## config.mk

```make
export PLATFORM = sky130hd
export DESIGN_NAME = riscv32ima_issue_ctrl
export DESIGN_NICKNAME = d
export VERILOG_FILES = /design/src/rtl/riscv32ima_pkg.sv /design/src/rtl/riscv32ima_scoreboard.sv /design/src/rtl/riscv32ima_issue_ctrl.sv
export SDC_FILE = /design/constraint.sdc
export NUM_CORES = 1
export LEC_CHECK = 0
export CORE_MARGIN = 1
export CORE_UTILIZATION = 25
export DETAILED_ROUTE_END_ITERATION = 8
export GPL_TIMING_DRIVEN = 0
export PLACE_DENSITY_LB_ADDON = 0.1
export SLEW_MARGIN = 20
export SYNTH_ARGS = -nofsm -noshare
export SYNTH_HDL_FRONTEND = slang
export SYNTH_SLANG_ARGS = --single-unit
export TNS_END_PERCENT = 100
```

## constraint.sdc

```tcl
create_clock -name clk -period 3.68 [get_ports clk]
set_input_delay 0.736 -clock clk [delete_from_list [all_inputs] [get_ports clk]]
set_output_delay 0.736 -clock clk [all_outputs]
set_load 0.01 [all_outputs]
```

## src/rtl/riscv32ima_pkg.sv

```systemverilog
// Shared RV32IMA definitions: major opcodes, issue FSM states and the
// opcode class functions used to detect issue hazards.
package riscv32ima_pkg;

  localparam int unsigned OPCODE_WIDTH = 7;

  localparam logic [OPCODE_WIDTH-1:0] OPC_LOAD     = 7'h03;
  localparam logic [OPCODE_WIDTH-1:0] OPC_MISC_MEM = 7'h0F;
  localparam logic [OPCODE_WIDTH-1:0] OPC_OP_IMM   = 7'h13;
  localparam logic [OPCODE_WIDTH-1:0] OPC_AUIPC    = 7'h17;
  localparam logic [OPCODE_WIDTH-1:0] OPC_STORE    = 7'h23;
  localparam logic [OPCODE_WIDTH-1:0] OPC_AMO      = 7'h2F;
  localparam logic [OPCODE_WIDTH-1:0] OPC_OP       = 7'h33;
  localparam logic [OPCODE_WIDTH-1:0] OPC_LUI      = 7'h37;
  localparam logic [OPCODE_WIDTH-1:0] OPC_BRANCH   = 7'h63;
  localparam logic [OPCODE_WIDTH-1:0] OPC_JALR     = 7'h67;
  localparam logic [OPCODE_WIDTH-1:0] OPC_JAL      = 7'h6F;
  localparam logic [OPCODE_WIDTH-1:0] OPC_SYSTEM   = 7'h73;

  typedef enum logic [1:0] {
    ST_IDLE    = 2'd0,
    ST_HOLD    = 2'd1,
    ST_BR_WAIT = 2'd2
  } state_t;

  function automatic logic writes_rd(input logic [OPCODE_WIDTH-1:0] opc);
    return opc inside {OPC_LOAD, OPC_OP_IMM, OPC_AUIPC, OPC_LUI,
                       OPC_OP, OPC_AMO, OPC_JAL, OPC_JALR};
  endfunction

  function automatic logic uses_rs1(input logic [OPCODE_WIDTH-1:0] opc);
    return !(opc inside {OPC_LUI, OPC_AUIPC, OPC_JAL});
  endfunction

  function automatic logic uses_rs2(input logic [OPCODE_WIDTH-1:0] opc);
    return opc inside {OPC_BRANCH, OPC_STORE, OPC_OP, OPC_AMO};
  endfunction

  function automatic logic is_ctrl(input logic [OPCODE_WIDTH-1:0] opc);
    return opc inside {OPC_BRANCH, OPC_JAL, OPC_JALR};
  endfunction

  function automatic logic is_serial(input logic [OPCODE_WIDTH-1:0] opc);
    return opc inside {OPC_MISC_MEM, OPC_SYSTEM};
  endfunction

endpackage

```

## src/rtl/riscv32ima_scoreboard.sv

```systemverilog
// Register busy scoreboard: one bit per architectural register.
// Ports: clk, nrst (sync, active-low), set_en/set_addr (issue of a rd
// writer), clr_en/clr_addr (writeback), busy_map (registered bits, x0 = 0).
module riscv32ima_scoreboard
  import riscv32ima_pkg::*;
#(
  parameter int unsigned REG_ADDR_WIDTH = 5
) (
  input  logic                               clk,
  input  logic                               nrst,
  input  logic                               set_en,
  input  logic [REG_ADDR_WIDTH-1:0]          set_addr,
  input  logic                               clr_en,
  input  logic [REG_ADDR_WIDTH-1:0]          clr_addr,
  output logic [(1<<REG_ADDR_WIDTH)-1:0]     busy_map
);

  logic [(1<<REG_ADDR_WIDTH)-1:0] busy_q, busy_d;

  // Clear first so a same-cycle set of the same register wins; x0 never busy.
  always_comb begin
    busy_d = busy_q;
    if (clr_en && (clr_addr != '0)) busy_d[clr_addr] = 1'b0;
    if (set_en && (set_addr != '0)) busy_d[set_addr] = 1'b1;
    busy_d[0] = 1'b0;
  end

  always_ff @(posedge clk) begin
    if (!nrst) busy_q <= '0;
    else       busy_q <= busy_d;
  end

  assign busy_map = busy_q;

endmodule

```

## src/rtl/riscv32ima_issue_ctrl.sv

```systemverilog
// Issue controller between decoder and ALU: single-entry issue slot,
// RAW/WAW/serialization hazard check against the scoreboard, and a
// branch-wait state so nothing issues down a wrong path.
// Ports: dec_* (decoder handshake + fields), iss_* (ALU handshake + slot
// contents), flush/br_done (redirect and branch resolution), wback_reg_*
// (writeback retire), busy_map (scoreboard), stall_cnt (hazard cycles).
module riscv32ima_issue_ctrl
  import riscv32ima_pkg::*;
#(
  parameter int unsigned PAYLOAD_WIDTH  = 160,
  parameter int unsigned REG_ADDR_WIDTH = 5,
  parameter int unsigned CNT_WIDTH      = 16
) (
  input  logic                            clk,
  input  logic                            nrst,
  input  logic                            dec_valid,
  output logic                            dec_ready,
  input  logic [OPCODE_WIDTH-1:0]         dec_opcode,
  input  logic [REG_ADDR_WIDTH-1:0]       dec_src0_addr,
  input  logic [REG_ADDR_WIDTH-1:0]       dec_src1_addr,
  input  logic [REG_ADDR_WIDTH-1:0]       dec_dst_addr,
  input  logic [PAYLOAD_WIDTH-1:0]        dec_payload,
  output logic                            iss_valid,
  input  logic                            iss_ready,
  output logic [OPCODE_WIDTH-1:0]         iss_opcode,
  output logic [REG_ADDR_WIDTH-1:0]       iss_src0_addr,
  output logic [REG_ADDR_WIDTH-1:0]       iss_src1_addr,
  output logic [REG_ADDR_WIDTH-1:0]       iss_dst_addr,
  output logic [PAYLOAD_WIDTH-1:0]        iss_payload,
  input  logic                            flush,
  input  logic                            br_done,
  input  logic                            wback_reg_wen,
  input  logic [REG_ADDR_WIDTH-1:0]       wback_reg_addr,
  output logic [(1<<REG_ADDR_WIDTH)-1:0]  busy_map,
  output logic [CNT_WIDTH-1:0]            stall_cnt
);

  state_t state_q, state_d;

  logic [OPCODE_WIDTH-1:0]   slot_opcode_q,  slot_opcode_d;
  logic [REG_ADDR_WIDTH-1:0] slot_src0_q,    slot_src0_d;
  logic [REG_ADDR_WIDTH-1:0] slot_src1_q,    slot_src1_d;
  logic [REG_ADDR_WIDTH-1:0] slot_dst_q,     slot_dst_d;
  logic [PAYLOAD_WIDTH-1:0]  slot_payload_q, slot_payload_d;
  logic [CNT_WIDTH-1:0]      stall_cnt_q,    stall_cnt_d;

  logic hazard;
  logic fire;
  logic accept;

  // Hazard on the slot contents against the registered scoreboard (no bypass).
  always_comb begin
    hazard = 1'b0;
    if (uses_rs1(slot_opcode_q) && busy_map[slot_src0_q]) hazard = 1'b1;
    if (uses_rs2(slot_opcode_q) && busy_map[slot_src1_q]) hazard = 1'b1;
    if (writes_rd(slot_opcode_q) && busy_map[slot_dst_q]) hazard = 1'b1;
    if (is_serial(slot_opcode_q) && (busy_map != '0))     hazard = 1'b1;
  end

  // State register.
  always_ff @(posedge clk) begin
    if (!nrst) state_q <= ST_IDLE;
    else       state_q <= state_d;
  end

  // Handshake outputs; flush masks both sides so nothing moves on a redirect.
  always_comb begin
    iss_valid = 1'b0;
    dec_ready = 1'b0;
    unique case (state_q)
      ST_IDLE: dec_ready = !flush;
      ST_HOLD: begin
        iss_valid = !hazard && !flush;
        dec_ready = iss_valid && iss_ready && !is_ctrl(slot_opcode_q);
      end
      default: ;
    endcase
  end

  assign fire   = iss_valid && iss_ready;
  assign accept = dec_valid && dec_ready;

  // Next state.
  always_comb begin
    state_d = state_q;
    unique case (state_q)
      ST_IDLE: if (accept) state_d = ST_HOLD;
      ST_HOLD: begin
        if (flush)                      state_d = ST_IDLE;
        else if (fire) begin
          if (is_ctrl(slot_opcode_q))   state_d = ST_BR_WAIT;
          else if (accept)              state_d = ST_HOLD;
          else                          state_d = ST_IDLE;
        end
      end
      ST_BR_WAIT: if (flush || br_done) state_d = ST_IDLE;
      default:                          state_d = ST_IDLE;
    endcase
  end

  // Slot load; contents are only meaningful while in HOLD.
  always_comb begin
    slot_opcode_d  = slot_opcode_q;
    slot_src0_d    = slot_src0_q;
    slot_src1_d    = slot_src1_q;
    slot_dst_d     = slot_dst_q;
    slot_payload_d = slot_payload_q;
    if (accept) begin
      slot_opcode_d  = dec_opcode;
      slot_src0_d    = dec_src0_addr;
      slot_src1_d    = dec_src1_addr;
      slot_dst_d     = dec_dst_addr;
      slot_payload_d = dec_payload;
    end
  end

  // Saturating count of cycles a held instruction is blocked by a hazard.
  always_comb begin
    stall_cnt_d = stall_cnt_q;
    if ((state_q == ST_HOLD) && hazard && (stall_cnt_q != '1))
      stall_cnt_d = stall_cnt_q + CNT_WIDTH'(1);
  end

  always_ff @(posedge clk) begin
    if (!nrst) begin
      slot_opcode_q  <= '0;
      slot_src0_q    <= '0;
      slot_src1_q    <= '0;
      slot_dst_q     <= '0;
      slot_payload_q <= '0;
      stall_cnt_q    <= '0;
    end else begin
      slot_opcode_q  <= slot_opcode_d;
      slot_src0_q    <= slot_src0_d;
      slot_src1_q    <= slot_src1_d;
      slot_dst_q     <= slot_dst_d;
      slot_payload_q <= slot_payload_d;
      stall_cnt_q    <= stall_cnt_d;
    end
  end

  riscv32ima_scoreboard #(
    .REG_ADDR_WIDTH (REG_ADDR_WIDTH)
  ) u_scoreboard (
    .clk      (clk),
    .nrst     (nrst),
    .set_en   (fire && writes_rd(slot_opcode_q)),
    .set_addr (slot_dst_q),
    .clr_en   (wback_reg_wen),
    .clr_addr (wback_reg_addr),
    .busy_map (busy_map)
  );

  assign iss_opcode    = slot_opcode_q;
  assign iss_src0_addr = slot_src0_q;
  assign iss_src1_addr = slot_src1_q;
  assign iss_dst_addr  = slot_dst_q;
  assign iss_payload   = slot_payload_q;
  assign stall_cnt     = stall_cnt_q;

endmodule

```

==> metrics.yaml <==
clock_tree:
  clk_pin_slew_ns: 0.06
  clkLatencyLatePin_ns: 0.56
  cts_hold_buffers: 0
  cts_buffers: 29
  cts_tree: "yes"
  clk_path_buf_depth: 3
  cts_max_level: 1
  root_buffer: "clkbuf_16"
  cts.sinks: 231
hold_path:
  holdCritStartpoint: "iss_payload[141]$_SDFFE_PN0P_"
  min_path_type: "register to register"
detailed_routing:
  vias_per_cell: 4.91
  first_pass_iters: 5
  wirelength_mm: 44.4
  ant_nets: 0
  wl_met3_mm: 3.98
  highest_layer: "met4"
  met2_length_mm: 21.5
  drt_iter0_drc: 597
  drc: 0
  wl_per_cell_um: 20.3
  wl_met1_mm: 17.9
  vias: 10700
sta:
  finalSetupViolations: 1
  max_freq_ghz: 0.268
  worstMarginPinSlew_ns: 1.00
  fin_ws_ns: -0.0466
  fin_setup_tns_ns: -0.0466
  hold_viol_final: 0
  rsz0062_at_grt: "yes"
  period_share_pct: 101
  relSlewSlack_pct: 31.6
  fin_crit_ns: 3.73
  skew_ns: 0.0124
  drv_slew: 0
  hold_ws_ns: 0.449
synth:
  synth.top_cells.by_count: "231 x dfxtp_1, 202 x nand2_1, 196 x nand3_1, 147 x o21ai_0, 67 x clkbuf_1"
  synth_top_area_share_pct: 46.7
  netlist-cell-type-count: 60
  mappedNetlistNets: 1381
  avgSynthCellArea_um2: 8.36
  synth_area_leaders: "dfxtp_1 47%, nand3_1 9.9%, nand2_1 7.7%, o21ai_0 7.4%, o21ai_1 2.7%"
  yosysSeqAreaShare_pct: 46.7
  synth_area_mm2: 0.00991
  synth_edf_count: 0
  ys_seq_elements: 231
  yosysWarnings: 0
  synth_top_area_cell: "dfxtp_1"
  yosys_most_used_dff: "dfxtp_1"
  synthCells: 1186
  yosysMostFrequentCell: "dfxtp_1"
  async_flop_share_pct: 0
setup_path:
  critPathCaptureType: "output port"
  r2r_start: "iss_src1_addr[1]$_SDFFE_PN0P_"
  arrival_ns: 2.99
  r2r-end: "iss_opcode[5]$_SDFFE_PN0P_"
  start_kind: "register"
  cp_max_fo: 10
  worstPathRequired_ns: 2.94
  crit_path_end: "dec_ready"
  crit_start: "iss_src1_addr[1]$_SDFFE_PN0P_"
  crit_type: "register to output port"
  r2r_cells: 15
  r2r_slack_ns: 0.19
layout:
  drive_above_1_share_pct: 9.83
  nNetsFinal: 1845
  num-fill-cells: 3949
  design_area_mm2: 0.0160
  utilization_pct: 41.0
  fin_cells: 2190
  area_delta_synth_final_pct: 61.2
  multiInputGateArea_mm2: 0.00485
  register_area_mm2: 0.00465
grt:
  grt_max_degree: 14
  grt_pass1_vias: 10600
  grt_antenna_before_repair: 4
  grt_pass1_wl_mm: 66.3
  grtUsageTotal_pct: 21.2
  grt_overflow: 0
run_status:
  outcome: "complete, but fails checks"
  violations: "negative setup slack"
placement:
  gp_congestion: 0.855
  port_buffers: 423
  placed_cells: 2127
  placed_area_mm2: 0.0148
  pre_cts_slack_ns: -0.566
  hpwl_mm: 33.4
pwr:
  pwr-share-clk_pct: 43.0
  p_leak_nw: 5.37
  pwr-share-seq_pct: 42.1
  power_density_mw_per_mm2: 400
  p_comb_share_pct: 15.0
  power.total_mw: 6.39
  max-vdd-ir-drop_mv: 0.322
  internal_power_mw: 4.73
  p_sw_mw: 1.66
  switching_share_pct: 26.0
floorplan:
  die_h_um: 201
  start_util_pct: 25.5
  dieWidth_um: 201
  rows: 72
  die-area_mm2: 0.0404
  core_area_mm2: 0.0389
  boundaryPins: 426
job:
  drv_cap: 0
-- cells in the final DEF, fill, tap and decap left out, drive strengths merged, types with 2 or more instances in the layout --
cell           instances
clkinv                 7
a21oi                 14
nand2b                 4
o211a                  3
o21ai                201
nor4                  10
nand3b                10
clkbuf               107
nand4                  9
o41ai                  3
a22oi                  4
or2                    2
nor2                  18
dfxtp                231
nor3                   6
a32oi                  2
inv                    9
o31ai                 25
nor2b                 10
o311ai                 2
and2                   2
o211ai                33
nor3b                  3
clkdlybuf4s50        421
a31oi                  4
o22ai                  2
mux4                  11
mux2i                 23
buf                   53
diode                  3
or3                    7
mux2                   6
or4                    7
nand3                196
a2111oi                3
or3b                   2
and3                   2
nand2                202
-- worst min-delay path by stage --
stage	end	slack, ns	depth (start not counted)
finish	iss_payload[141]$_SDFFE_PN0P_	0.45	2
global route	iss_payload[0]$_SDFFE_PN0P_	0.47	2
CTS	iss_payload[141]$_SDFFE_PN0P_	0.45	2
detailed placement	iss_payload[0]$_SDFFE_PN0P_	0.44	2
global placement	iss_payload[131]$_SDFFE_PN0P_	0.44	2
floorplan	iss_payload[0]$_SDFFE_PN0P_	0.47	2
-- state kept, by name, summed over array words and instances, names as in the netlist --
name,cells
stall_cnt,16
iss_opcode,7
iss_src1_addr,5
u_scoreboard.busy_map,31
state_q,2
iss_src0_addr,5
iss_payload,160
iss_dst_addr,5
-- per-layer routing --
metal / vias to the layer above / track usage, %
met2: 374 / 35.9
li1: 5195 / -
met4: 0 / 6.16
met5: - / 0
met1: 5115 / 25.5
met3: 63 / 6.93
-- worst max-delay path, cell delays in order, from the launching register on --
cell	delay, ns
dfxtp_2	0.39
buf_4	0.23
mux4_2	0.34
nor3_2	0.21
a2111oi_4	0.06
nor3_2	0.26
o21ai_2	0.13
or2_4	0.25
o32a_1	0.30
nor2_2	0.11
buf_2	0.15
-- power groups by stage --
stage / sequential (mW) / combinational (mW) / clock (mW)
6_report: 2.69 / 0.956 / 2.75
5_1_grt: 2.71 / 1.03 / 2.93
4_1_cts: 2.69 / 0.965 / 2.83
3_5_place_dp: 2.74 / 0.944 / 0
3_3_place_gp: 2.73 / 0.945 / 0
2_1_floorplan: 2.77 / 0.307 / 0
-- kinds of logic (layout without fill, tap and decap cells) --
family	after synthesis	count (layout)	share of synthesized area, %
AOI/OAI and AO/OA	304	304	18.5
muxes	40	40	5.50
other	1	4	0.0378
buffers and inverters	115	598	5.44
DFF	231	231	46.7
adders and majority gates	1	1	0.126
xor gates and xnor gates	1	1	0.0884
and+or+nand+nor	493	493	23.6
-- repair_timing --
action / in CTS / in global routing
buffers inserted: 10 / 3
pin swaps: 6 / 6
setup endpoints to repair: 56 / 15
resized for setup: 54 / 25
-- cell type report --
type,count,area share (%)
buffer,102,3.38
multi-input combinational,840,30.3
clock buffer,43,5.25
inverter,10,0.235
tap,518,4.06
timing repair buffer,436,27.2
clock inverter,7,0.376
sequential,231,29.1
antenna,3,0.0470
Power figures use the tool's default switching activity.
